--- src/rtl/pipe_if_fetchq_pkg.sv ---
// pipe_if_fetchq_pkg: shared constants for the fetch stage with prefetch queue.
//   PC_SEL_*            encodings of in_pc_sel
//   DEFAULT_RESET_PC    default fetch PC after reset
//   DEFAULT_EXC_VECTOR  default exception redirect target
package pipe_if_fetchq_pkg;

    localparam logic [1:0] PC_SEL_SEQ = 2'b00;
    localparam logic [1:0] PC_SEL_BR  = 2'b01;
    localparam logic [1:0] PC_SEL_J   = 2'b10;
    localparam logic [1:0] PC_SEL_EXC = 2'b11;

    localparam logic [31:0] DEFAULT_RESET_PC   = 32'h0000_0000;
    localparam logic [31:0] DEFAULT_EXC_VECTOR = 32'h0000_0080;

endpackage

--- src/rtl/pipe_if_fetchq_fifo.sv ---
// fetchq_fifo: DEPTH-entry FIFO with synchronous reset and flush.
//   in_clk, in_rst      clock, synchronous active-high reset
//   in_flush            empty the queue at the next edge (same effect as reset)
//   in_push, in_wdata   write an entry at the tail
//   in_pop              drop the head entry (ignored when empty)
//   out_rdata           head entry, combinational read
//   out_empty           no entries held
//   out_count           occupancy, 0..DEPTH
module fetchq_fifo #(
    parameter int unsigned WIDTH = 64,
    parameter int unsigned DEPTH = 4
) (
    input  logic                     in_clk,
    input  logic                     in_rst,
    input  logic                     in_flush,
    input  logic                     in_push,
    input  logic [WIDTH-1:0]         in_wdata,
    input  logic                     in_pop,
    output logic [WIDTH-1:0]         out_rdata,
    output logic                     out_empty,
    output logic [$clog2(DEPTH):0]   out_count
);

    localparam int unsigned PTR_W = $clog2(DEPTH);
    localparam int unsigned CNT_W = PTR_W + 1;

    logic [WIDTH-1:0] r_mem [DEPTH];
    logic [PTR_W-1:0] r_head;
    logic [PTR_W-1:0] r_tail;
    logic [CNT_W-1:0] r_count;

    logic w_do_pop;
    logic w_do_push;

    assign w_do_pop  = in_pop && (r_count != '0);
    // A full queue still accepts a push when the head leaves in the same cycle.
    assign w_do_push = in_push && ((r_count != CNT_W'(DEPTH)) || w_do_pop);

    // DEPTH is a power of two, so the pointers wrap by natural overflow.
    always_ff @(posedge in_clk) begin
        if (in_rst || in_flush) begin
            r_head  <= '0;
            r_tail  <= '0;
            r_count <= '0;
        end else begin
            if (w_do_push) begin
                r_tail <= r_tail + 1'b1;
            end
            if (w_do_pop) begin
                r_head <= r_head + 1'b1;
            end
            r_count <= r_count + CNT_W'(w_do_push) - CNT_W'(w_do_pop);
        end
    end

    // Storage needs no reset: the head is only consumed when out_empty is 0.
    always_ff @(posedge in_clk) begin
        if (w_do_push && !in_rst && !in_flush) begin
            r_mem[r_tail] <= in_wdata;
        end
    end

    assign out_rdata = r_mem[r_head];
    assign out_empty = (r_count == '0);
    assign out_count = r_count;

endmodule

--- src/rtl/pipe_if_fetchq.sv ---
// pipe_if_fetchq: instruction fetch stage with a prefetch queue between a
// 1-cycle-latency instruction memory and the decode stage.
//   in_clk, in_rst                 clock, synchronous active-high reset
//   in_stall                       consumer hold, head not popped while 1
//   in_pc_sel                      00 seq, 01 branch, 10 jump, 11 exception
//   in_pc_baddr, in_pc_jaddr       redirect targets (low two bits ignored)
//   out_imem_en, out_imem_addr     imem read request and word address
//   in_imem_rdata                  imem data, valid the cycle after a request
//   out_valid, out_pc, out_npc,
//   out_instruction                head of queue (all zero when !out_valid)
//   out_count                      queue occupancy
module pipe_if_fetchq
    import pipe_if_fetchq_pkg::*;
#(
    parameter int unsigned    PC_W       = 32,
    parameter logic [PC_W-1:0] RESET_PC  = PC_W'(DEFAULT_RESET_PC),
    parameter logic [PC_W-1:0] EXC_VECTOR = PC_W'(DEFAULT_EXC_VECTOR),
    parameter int unsigned    DEPTH      = 4,
    parameter int unsigned    IMEM_AW    = 10
) (
    input  logic                   in_clk,
    input  logic                   in_rst,
    input  logic                   in_stall,
    input  logic [1:0]             in_pc_sel,
    input  logic [PC_W-1:0]        in_pc_baddr,
    input  logic [PC_W-1:0]        in_pc_jaddr,
    output logic                   out_imem_en,
    output logic [IMEM_AW-1:0]     out_imem_addr,
    input  logic [31:0]            in_imem_rdata,
    output logic                   out_valid,
    output logic [PC_W-1:0]        out_pc,
    output logic [PC_W-1:0]        out_npc,
    output logic [31:0]            out_instruction,
    output logic [$clog2(DEPTH):0] out_count
);

    localparam int unsigned CNT_W = $clog2(DEPTH) + 1;
    localparam int unsigned ENT_W = PC_W + 32;

    logic [PC_W-1:0]  r_fpc;
    logic [PC_W-1:0]  r_ipc;
    logic             r_inflight;

    logic             w_redirect;
    logic [PC_W-1:0]  w_target_raw;
    logic [PC_W-1:0]  w_target;
    logic [CNT_W:0]   w_occupancy;
    logic             w_issue;
    logic             w_push;
    logic             w_pop;
    logic             w_empty;
    logic             w_valid;
    logic [CNT_W-1:0] w_count;
    logic [ENT_W-1:0] w_head;
    logic [PC_W-1:0]  w_head_pc;
    logic [31:0]      w_head_instr;

    assign w_redirect = (in_pc_sel != PC_SEL_SEQ);

    always_comb begin
        w_target_raw = r_fpc;
        unique case (in_pc_sel)
            PC_SEL_BR:  w_target_raw = in_pc_baddr;
            PC_SEL_J:   w_target_raw = in_pc_jaddr;
            PC_SEL_EXC: w_target_raw = EXC_VECTOR;
            default:    w_target_raw = r_fpc;
        endcase
    end

    assign w_target = w_target_raw & ~PC_W'(3);

    // Conservative: a pop in this same cycle does not free a slot until the next one.
    assign w_occupancy = {1'b0, w_count} + (CNT_W + 1)'(r_inflight);
    assign w_issue     = !in_rst && !w_redirect && (w_occupancy < (CNT_W + 1)'(DEPTH));

    assign w_push = r_inflight && !w_redirect;
    assign w_valid = !w_empty;
    assign w_pop  = w_valid && !in_stall && !w_redirect;

    always_ff @(posedge in_clk) begin
        if (in_rst) begin
            r_fpc      <= RESET_PC;
            r_ipc      <= '0;
            r_inflight <= 1'b0;
        end else if (w_redirect) begin
            // The response to any request in flight is dropped with the queue.
            r_fpc      <= w_target;
            r_inflight <= 1'b0;
        end else begin
            r_inflight <= w_issue;
            if (w_issue) begin
                r_ipc <= r_fpc;
                r_fpc <= r_fpc + PC_W'(4);
            end
        end
    end

    fetchq_fifo #(
        .WIDTH (ENT_W),
        .DEPTH (DEPTH)
    ) u_fifo (
        .in_clk    (in_clk),
        .in_rst    (in_rst),
        .in_flush  (w_redirect),
        .in_push   (w_push),
        .in_wdata  ({r_ipc, in_imem_rdata}),
        .in_pop    (w_pop),
        .out_rdata (w_head),
        .out_empty (w_empty),
        .out_count (w_count)
    );

    assign w_head_pc    = w_head[ENT_W-1:32];
    assign w_head_instr = w_head[31:0];

    assign out_imem_en     = w_issue;
    assign out_imem_addr   = r_fpc[IMEM_AW+1:2];
    assign out_valid       = w_valid;
    assign out_pc          = w_valid ? w_head_pc : '0;
    assign out_npc         = w_valid ? (w_head_pc + PC_W'(4)) : '0;
    assign out_instruction = w_valid ? w_head_instr : '0;
    assign out_count       = w_count;

endmodule

--- config.mk ---
export PLATFORM = sky130hd
export DESIGN_NAME = pipe_if_fetchq
export DESIGN_NICKNAME = d
export VERILOG_FILES = /design/src/rtl/pipe_if_fetchq_pkg.sv /design/src/rtl/pipe_if_fetchq_fifo.sv /design/src/rtl/pipe_if_fetchq.sv
export SDC_FILE = /design/constraint.sdc
export NUM_CORES = 1
export LEC_CHECK = 0
export CAP_MARGIN = 15
export CORE_ASPECT_RATIO = 0.75
export CORE_MARGIN = 2
export CORE_UTILIZATION = 40
export CTS_CLUSTER_SIZE = 28
export DETAILED_ROUTE_END_ITERATION = 10
export RECOVER_POWER = 25
export SETUP_SLACK_MARGIN = 0.4
export SKIP_CTS_REPAIR_TIMING = 1
export SKIP_LAST_GASP = 1
export SLEW_MARGIN = 20
export SYNTH_ARGS = -nofsm -noshare
export SYNTH_HDL_FRONTEND = slang
export SYNTH_SLANG_ARGS = --single-unit
--- constraint.sdc ---
create_clock -name in_clk -period 7.2 [get_ports in_clk]
set_input_delay 1.08 -clock in_clk [delete_from_list [all_inputs] [get_ports in_clk]]
set_output_delay 1.08 -clock in_clk [all_outputs]
set_load 0.01 [all_outputs]
==> flow_summary_export.csv, run 1 <==
group,metric,value,unit
synth,synth.mux.area_fraction,10.23,%
cts,tritoncts.num_buffers,31,
finish,area.growth.synth_to_final,24.27,%
synth,synth_top_cell_by_area,"sky130_fd_sc_hd__edfxtp_1",
critical_path,critPathCaptureType,"output pin",
synth,yosysWarnings,0,
finish,nets,1317,
finish,seqCellArea,8853,um2
timing,final_worst_path_period_need,5.493,ns
synth,ys_seq_area_share,63.28,%
critical_path,worst-path-buf-inv,2,
cts,clock_sinks,318,
grt,grt_first_pass_wirelength,52250,um
grt,groute.layer.met1.usage,27.14,%
synth,yosys.cell_types.count,53,
timing,maxClockFrequency,182.1,MHz
synth,post-synth-top-count-cell,"sky130_fd_sc_hd__edfxtp_1",
timing,worst-slew-pin-transition,1.073,ns
die,placement_rows,59,
routing,number_of_nets_with_antenna_violations_after_detailed_routing,0,
critical_path,start_kind,"flop",
synth,synth.avg_cell_area,13.69,um2
critical_path,critical_path.slowest_cell,"sky130_fd_sc_hd__dfxtp_2",
grt,grt_max_degree,66,
synth,synth_edf_count,248,
critical_path,path_max_fanout,32,
pwr,power.static_leakage,5.516,nW
synth,yosys.area_share.xor_xnor,0.9396,%
routing,vias,9156,
place,place.detailed.instances,1625,
worst_hold_path,hp-class,"reg2reg",
timing,unrepaired_setup_endpoints_after_global_routing,"false",
place,numPortBuffers,203,
pwr,pwr_density_cell,214.3,nW/um2
die,top_level_ports,212,
routing,detailedRoute.firstIterationViolations,788,
grt,first_global_vias,8989,
die,chipWidth,219.9,um
synth,synth.top_cell.area_share,53.26,%
cts,root_buffer,"sky130_fd_sc_hd__clkbuf_16",
synth,synth.cell_area,13980,um2
routing,detail_route.wl_per_cell,19.98,um
critical_path,crit_chain,"buf_4 -> mux4_2 -> nand3_1 -> or4_1 -> or4_1 -> a21oi_1 -> clkdlybuf4s50_1",
pwr,worst_ir_drop_vdd,0.1725,mV
grt,grt_overflow_total,0,
finish,final_layout_size_suffix_gt1_share,11.92,%
routing,detail_route.wirelength,33600,um
synth,synthSimpleGateAreaFrac,11.03,%
timing,finalHoldViolCount,0,
job,drv_cap,0,
finish,area_of_the_multi_input_gates,4673,um2
synth,dominantRegCellSynth,"sky130_fd_sc_hd__edfxtp_1",
synth,synth_compound_area_share,9.620,%
grt,met3_usage_grt,3.059,%
place,place.detailed.hpwl,22290,um
synth,synth.cells.most_frequent,"sky130_fd_sc_hd__edfxtp_1 (248), sky130_fd_sc_hd__nand2_1 (107), sky130_fd_sc_hd__a21oi_1 (78)",
timing,timing.final.crit_share,76.29,%
synth,synth.ff_latch_count,318,
grt,number_of_antenna_violations_at_the_first_check_in_global_routing,0,
finish,filler_cell_count,2985,
critical_path,critPathRequiredTime,6.12,ns
place,routabilityCongestion,0.7974,
timing,final-max-slew-violation-count,0,
timing,clock-skew-final,0.01155,ns
grt,grt_usage,18.27,%
synth,synth_top_family_by_area,"simple AND/OR/NAND/NOR gates",
synth,asyncSetResetFlopFracSynth,0,%
synth,post_synth_inst_count,1021,
critical_path,crit_top_cell,"sky130_fd_sc_hd__or4_1",
finish,stdcell_count,1682,
die,design.core.area,34550,um2
cts,clk-insertion-delay-late,0.56,ns
die,starting_density_of_the_core,40.47,%
routing,drc,0,
synth,synth.top_cells.by_area,"sky130_fd_sc_hd__edfxtp_1 (53%), sky130_fd_sc_hd__dfxtp_1 (10%), sky130_fd_sc_hd__mux4_2 (9.5%), sky130_fd_sc_hd__and2_1 (2.9%), sky130_fd_sc_hd__nand2_1 (2.9%)",
critical_path,timing.setup.critical_path_class,"reg2out",
critical_path,arrival,4.41,ns
finish,antenna_cells,0,
grt,top_usage_layer,"met2",
grt,use_met2,28.66,%
cts,depth_of_the_cts_h_tree,1,
die,design.die.area,36480,um2
status,status,"complete, no violations",
synth,post_synth_fa_ha_maj_area_fraction,1.396,%
critical_path,critical_path.top_delay_family,"simple AND/OR/NAND/NOR gates",
timing,setup-tns-final,0,ns
critical_path,critPathMaxStageDelay,0.89,ns
die,die_height,165.9,um
timing,relSlewSlack,28.46,%
timing,setup_viol,0,
cts,cts.path.max_buffers,3,
routing,vias_per_cell,5.444,
cts,tritoncts_clock_tree,"built",
routing,first_pass_iters,5,
cts,clk_pin_slew_worst_paths,0.06,ns
[cells by family after synthesis]
group / Yosys count
multiplexers: 64
adder cells (fa/ha/maj): 15
XOR/XNOR: 15
buffers and inverters: 102
AO/OA/AOI/OAI: 205
AND/OR/NAND/NOR: 301
other: 1
flip-flops: 318
[per-stage QoR]
step	power [mW]	hold WS, ns	cell area (um2)	worst slack [ns]	util [%]
final	3.723	0.4875	17380	1.707	50.29
after global routing	3.853	0.5221	17380	1.421	50.29
after CTS	3.766	0.4852	17380	1.610	50.29
after detailed placement	2.168	0.4777	16350	2.224	47.34
after global placement	2.166	0.4777	16350	2.224	47.34
after floorplan	2.087	0.4444	13990	3.143	-
[cell type report]
cell class / count / area share (%)
Inverter: 25 / 0.5401
Clock inverter: 11 / 0.4537
Clock buffer: 46 / 5.422
Timing Repair Buffer: 221 / 12.44
Sequential cell: 318 / 50.95
Tap cell: 457 / 3.291
Multi-Input combinational cell: 604 / 26.90
[sequential cells by signal, summed over array words and instances (netlist names), named ones only]
name              count
u_fifo.r_mem        248
r_fpc                30
r_ipc                30
u_fifo.out_count      3
u_fifo.r_head         2
u_fifo.r_tail         2
r_inflight            1
[cells in the final DEF (no fill, tap or decap), types with 11 or more instances in the layout]
| master | netlist | routed |
|---|---|---|
| sky130_fd_sc_hd__edfxtp_1 | 248 | 248 |
| sky130_fd_sc_hd__clkdlybuf4s50_1 | 0 | 189 |
| sky130_fd_sc_hd__nand2_1 | 107 | 107 |
| sky130_fd_sc_hd__a21oi_1 | 78 | 78 |
| sky130_fd_sc_hd__dfxtp_1 | 70 | 68 |
| sky130_fd_sc_hd__and2_1 | 65 | 61 |
| sky130_fd_sc_hd__mux4_2 | 59 | 59 |
| sky130_fd_sc_hd__nor2_1 | 35 | 35 |
| sky130_fd_sc_hd__clkbuf_16 | 0 | 31 |
| sky130_fd_sc_hd__o31ai_1 | 25 | 25 |
| sky130_fd_sc_hd__a22o_1 | 25 | 25 |
| sky130_fd_sc_hd__inv_1 | 24 | 24 |
| sky130_fd_sc_hd__o21ai_0 | 22 | 21 |
| sky130_fd_sc_hd__a211oi_1 | 21 | 21 |
| sky130_fd_sc_hd__nand3_1 | 20 | 20 |
| sky130_fd_sc_hd__buf_4 | 14 | 18 |
| sky130_fd_sc_hd__o41ai_1 | 15 | 15 |
| sky130_fd_sc_hd__ha_1 | 14 | 14 |
| sky130_fd_sc_hd__nand4_1 | 13 | 13 |
| sky130_fd_sc_hd__dlygate4sd3_1 | 0 | 13 |
| sky130_fd_sc_hd__or4_1 | 12 | 12 |
| sky130_fd_sc_hd__clkbuf_8 | 0 | 11 |
[layer usage]
layer,wire length [um],share of wire [%],vias to the layer above
met5,0,0,-
met4,444,1.3,0
met3,1945,5.8,36
met2,15520,46,247
met1,15690,47,4580
li1,-,-,4293
[final timing paths]
check	slack (ns)	cells after the start	from	endpoint
worst min register to register	0.49	2	r_fpc[23]	r_ipc[23]
worst max register to register	4.36	5	u_fifo.out_count[1]	u_fifo.r_mem[1][49]
worst max-delay path	1.71	7	flop	out_npc[21]
worst min-delay path	0.49	2	r_fpc[23]	r_ipc[23]
[worst register-to-register path: stages (launching register included)]
cell and delay (ns):
sky130_fd_sc_hd__dfxtp_1 0.43, sky130_fd_sc_hd__inv_1 0.11, sky130_fd_sc_hd__a41oi_1 0.42, sky130_fd_sc_hd__nor2b_1 0.26, sky130_fd_sc_hd__and2_2 0.57, sky130_fd_sc_hd__buf_4 0.66
[report_power, final]
part / internal [mW] / switching (mW)
registers: 1.97 / 0.00889
clock network: 0.934 / 0.663
logic: 0.0775 / 0.0693
Note: power is estimated with default switching activity, not from simulation.
==> inputs of run 2 (changes only) <==
==> constraint.sdc (replaced) <==
create_clock -name in_clk -period 4.89 [get_ports in_clk]
set_input_delay 0.7335 -clock in_clk [delete_from_list [all_inputs] [get_ports in_clk]]
set_output_delay 0.7335 -clock in_clk [all_outputs]
set_load 0.01 [all_outputs]
==> flow_summary_export.csv, run 2 (synthesis gave the netlist of run 1 again) <==
group,metric,value,unit
place,place.detailed.instances,1633,
status,status,"complete, no violations",
pwr,power.total,5.546,mW
timing,final_worst_path_period_need,4.485,ns
routing,vias,9252,
place,placedInstanceArea,16510,um2
finish,area.growth.synth_to_final,27.09,%
cts,root_buffer,"sky130_fd_sc_hd__clkbuf_16",
place,routabilityCongestion,0.8004,
grt,grt_first_pass_wirelength,52760,um
pwr,power.share.switching,20.02,%
routing,detail_route.wl_per_cell,19.87,um
routing,detailedRoute.firstIterationViolations,831,
pwr,power.clock.fraction,43.5,%
cts,clk-insertion-delay-late,0.56,ns
cts,tritoncts_clock_tree,"built",
timing,unrepaired_setup_endpoints_after_global_routing,"true",
timing,worst_path_setup_slack_after_routing,0.4051,ns
place,dpl_ws,0.7349,ns
finish,most_common_cell_after_layout_fill_and_taps_aside,"sky130_fd_sc_hd__edfxtp_1",
critical_path,critPathRequiredTime,4.16,ns
pwr,power.sequential.fraction,52.6,%
critical_path,crit_chain,"clkbuf_4 -> buf_4 -> mux4_2 -> nand4_4 -> or4_4 -> or4_1 -> a21oi_2 -> clkdlybuf4s50_1",
finish,final_layout_size_suffix_gt1_share,14.10,%
routing,detail_route.wirelength,34020,um
finish,nets,1347,
finish,filler_cell_count,2967,
worst_hold_path,hold_depth,2,
finish,final_cell_mix,"sky130_fd_sc_hd__edfxtp_1 (248), sky130_fd_sc_hd__clkdlybuf4s50_1 (187), sky130_fd_sc_hd__nand2_1 (107), sky130_fd_sc_hd__a21oi_1 (77), sky130_fd_sc_hd__dfxtp_1 (68)",
die,die_height,165.9,um
pwr,power.net_switching,1.110,mW
critical_path,path_max_fanout,9,
critical_path,critPathMaxStageDelay,0.60,ns
timing,final-max-slew-violation-count,0,
routing,vias_per_cell,5.404,
timing,setup-tns-final,0,ns
cts,clock_sinks,318,
pwr,worst_ir_drop_vdd,0.3235,mV
cts,depth_of_the_cts_h_tree,1,
finish,stdcell_count,1712,
finish,largest_reg_flops,248,
routing,drc,0,
timing,setup_viol,0,
place,numPortBuffers,203,
job,drv_cap,0,
pwr,pwr_density_cell,312.1,nW/um2
die,starting_density_of_the_core,40.47,%
critical_path,critical_path.slowest_cell,"sky130_fd_sc_hd__or4_4",
die,top_level_ports,212,
grt,grt_usage,18.44,%
timing,clock-skew-final,0.01411,ns
die,design.die.area,36480,um2
die,chipWidth,219.9,um
routing,number_of_nets_with_antenna_violations_after_detailed_routing,0,
grt,grt_max_degree,65,
place,place.detailed.hpwl,22550,um
die,placement_rows,59,
timing,hold_slack,0.4726,ns
finish,antenna_cells,0,
grt,grt_overflow_total,0,
pwr,power.static_leakage,5.735,nW
critical_path,start_kind,"flop",
cts,tritoncts.num_buffers,30,
critical_path,worstRegToRegCells,5,
timing,finalHoldViolCount,0,
finish,final_core_utilization,51.43,%
grt,number_of_antenna_violations_at_the_first_check_in_global_routing,0,
routing,first_pass_iters,5,
pwr,comb_power_share,3.9,%
critical_path,arrival,3.75,ns
worst_hold_path,hp-class,"reg2reg",
critical_path,timing.setup.critical_path_class,"reg2out",
timing,relSlewSlack,25.75,%
grt,first_global_vias,9076,
pwr,p_int,4.436,mW
timing,timing.final.crit_share,91.71,%
finish,largestRegisters,"u_fifo.r_mem (248), r_fpc (30), r_ipc (30)",
cts,clk_pin_slew_worst_paths,0.07,ns
critical_path,critPathCaptureType,"output pin",
cts,cts.path.max_buffers,3,
die,design.core.area,34550,um2
timing,maxClockFrequency,223.0,MHz
timing,worst-slew-pin-transition,1.114,ns
finish,largest_register,"u_fifo.r_mem",
finish,final_cell_area,17770,um2
==> run 2: changes by cell type in the layout (fill, tap and decap cells not counted), sizes merged <==
cell	change
inv	-1
dlygate4sd3	-1
buf	+30
bufinv	+4
clkinv	+4
dlymetal6s2s	+3
clkdlybuf4s50	-2
clkbuf	-9
clkinvlp	+2
==> run 2: power groups by stage <==
stage	clock network [mW]	registers, mW	logic (mW)
after floorplan	0	2.97	0.103
after global placement	0	2.97	0.216
after detailed placement	0	2.97	0.219
after CTS	2.47	2.92	0.221
after global routing	2.57	2.91	0.239
final	2.41	2.92	0.219
==> run 2: path summary, 6_finish.rpt <==
| kind | from | end | slack [ns] |
|---|---|---|---|
| hold / removal | r_fpc[23] | r_ipc[23] | 0.47 |
| setup / recovery | flop | out_npc[30] | 0.41 |
| hold reg to reg | r_fpc[23] | r_ipc[23] | 0.47 |
| setup reg to reg | r_fpc[9] | r_fpc[31] | 2.18 |
==> run 2: critical path: cells and delay by family (launching register included) <==
family          cells  cell delay [ns]
simple gates        3             1.19
buf+inv             3             0.94
mux                 1             0.41
flops               1             0.40
compound gates      1             0.22
==> run 2: cell type report <==
type	count	area [um2]	area share, %
inverters	25	93.84	0.5281
clock inverters	20	229.0	1.289
multi-input cells	604	4707	26.49
well taps	457	571.8	3.218
flip-flops and latches	318	8856	49.84
clock buffers	36	794.5	4.471
repair buffers	252	2517	14.17
==> run 2: per-layer routing <==
metal	track usage [%]	up-vias	routed length (um)
met3	2.784	37	1737
li1	-	4347	-
met4	3.268	0	546
met5	0	-	0
met1	27.69	4631	16270
met2	28.78	237	15460
==> inputs of run 3 (changes only) <==
--- a/config.mk
+++ b/config.mk
@@ -11,6 +11,7 @@
 export CORE_UTILIZATION = 40
 export CTS_CLUSTER_SIZE = 28
 export DETAILED_ROUTE_END_ITERATION = 10
+export HOLD_SLACK_MARGIN = 0.06
 export RECOVER_POWER = 25
 export SETUP_SLACK_MARGIN = 0.4
 export SKIP_CTS_REPAIR_TIMING = 1
==> results of run 3 <==
No change in the layout: final DEF, timing and power equal those of run 2.
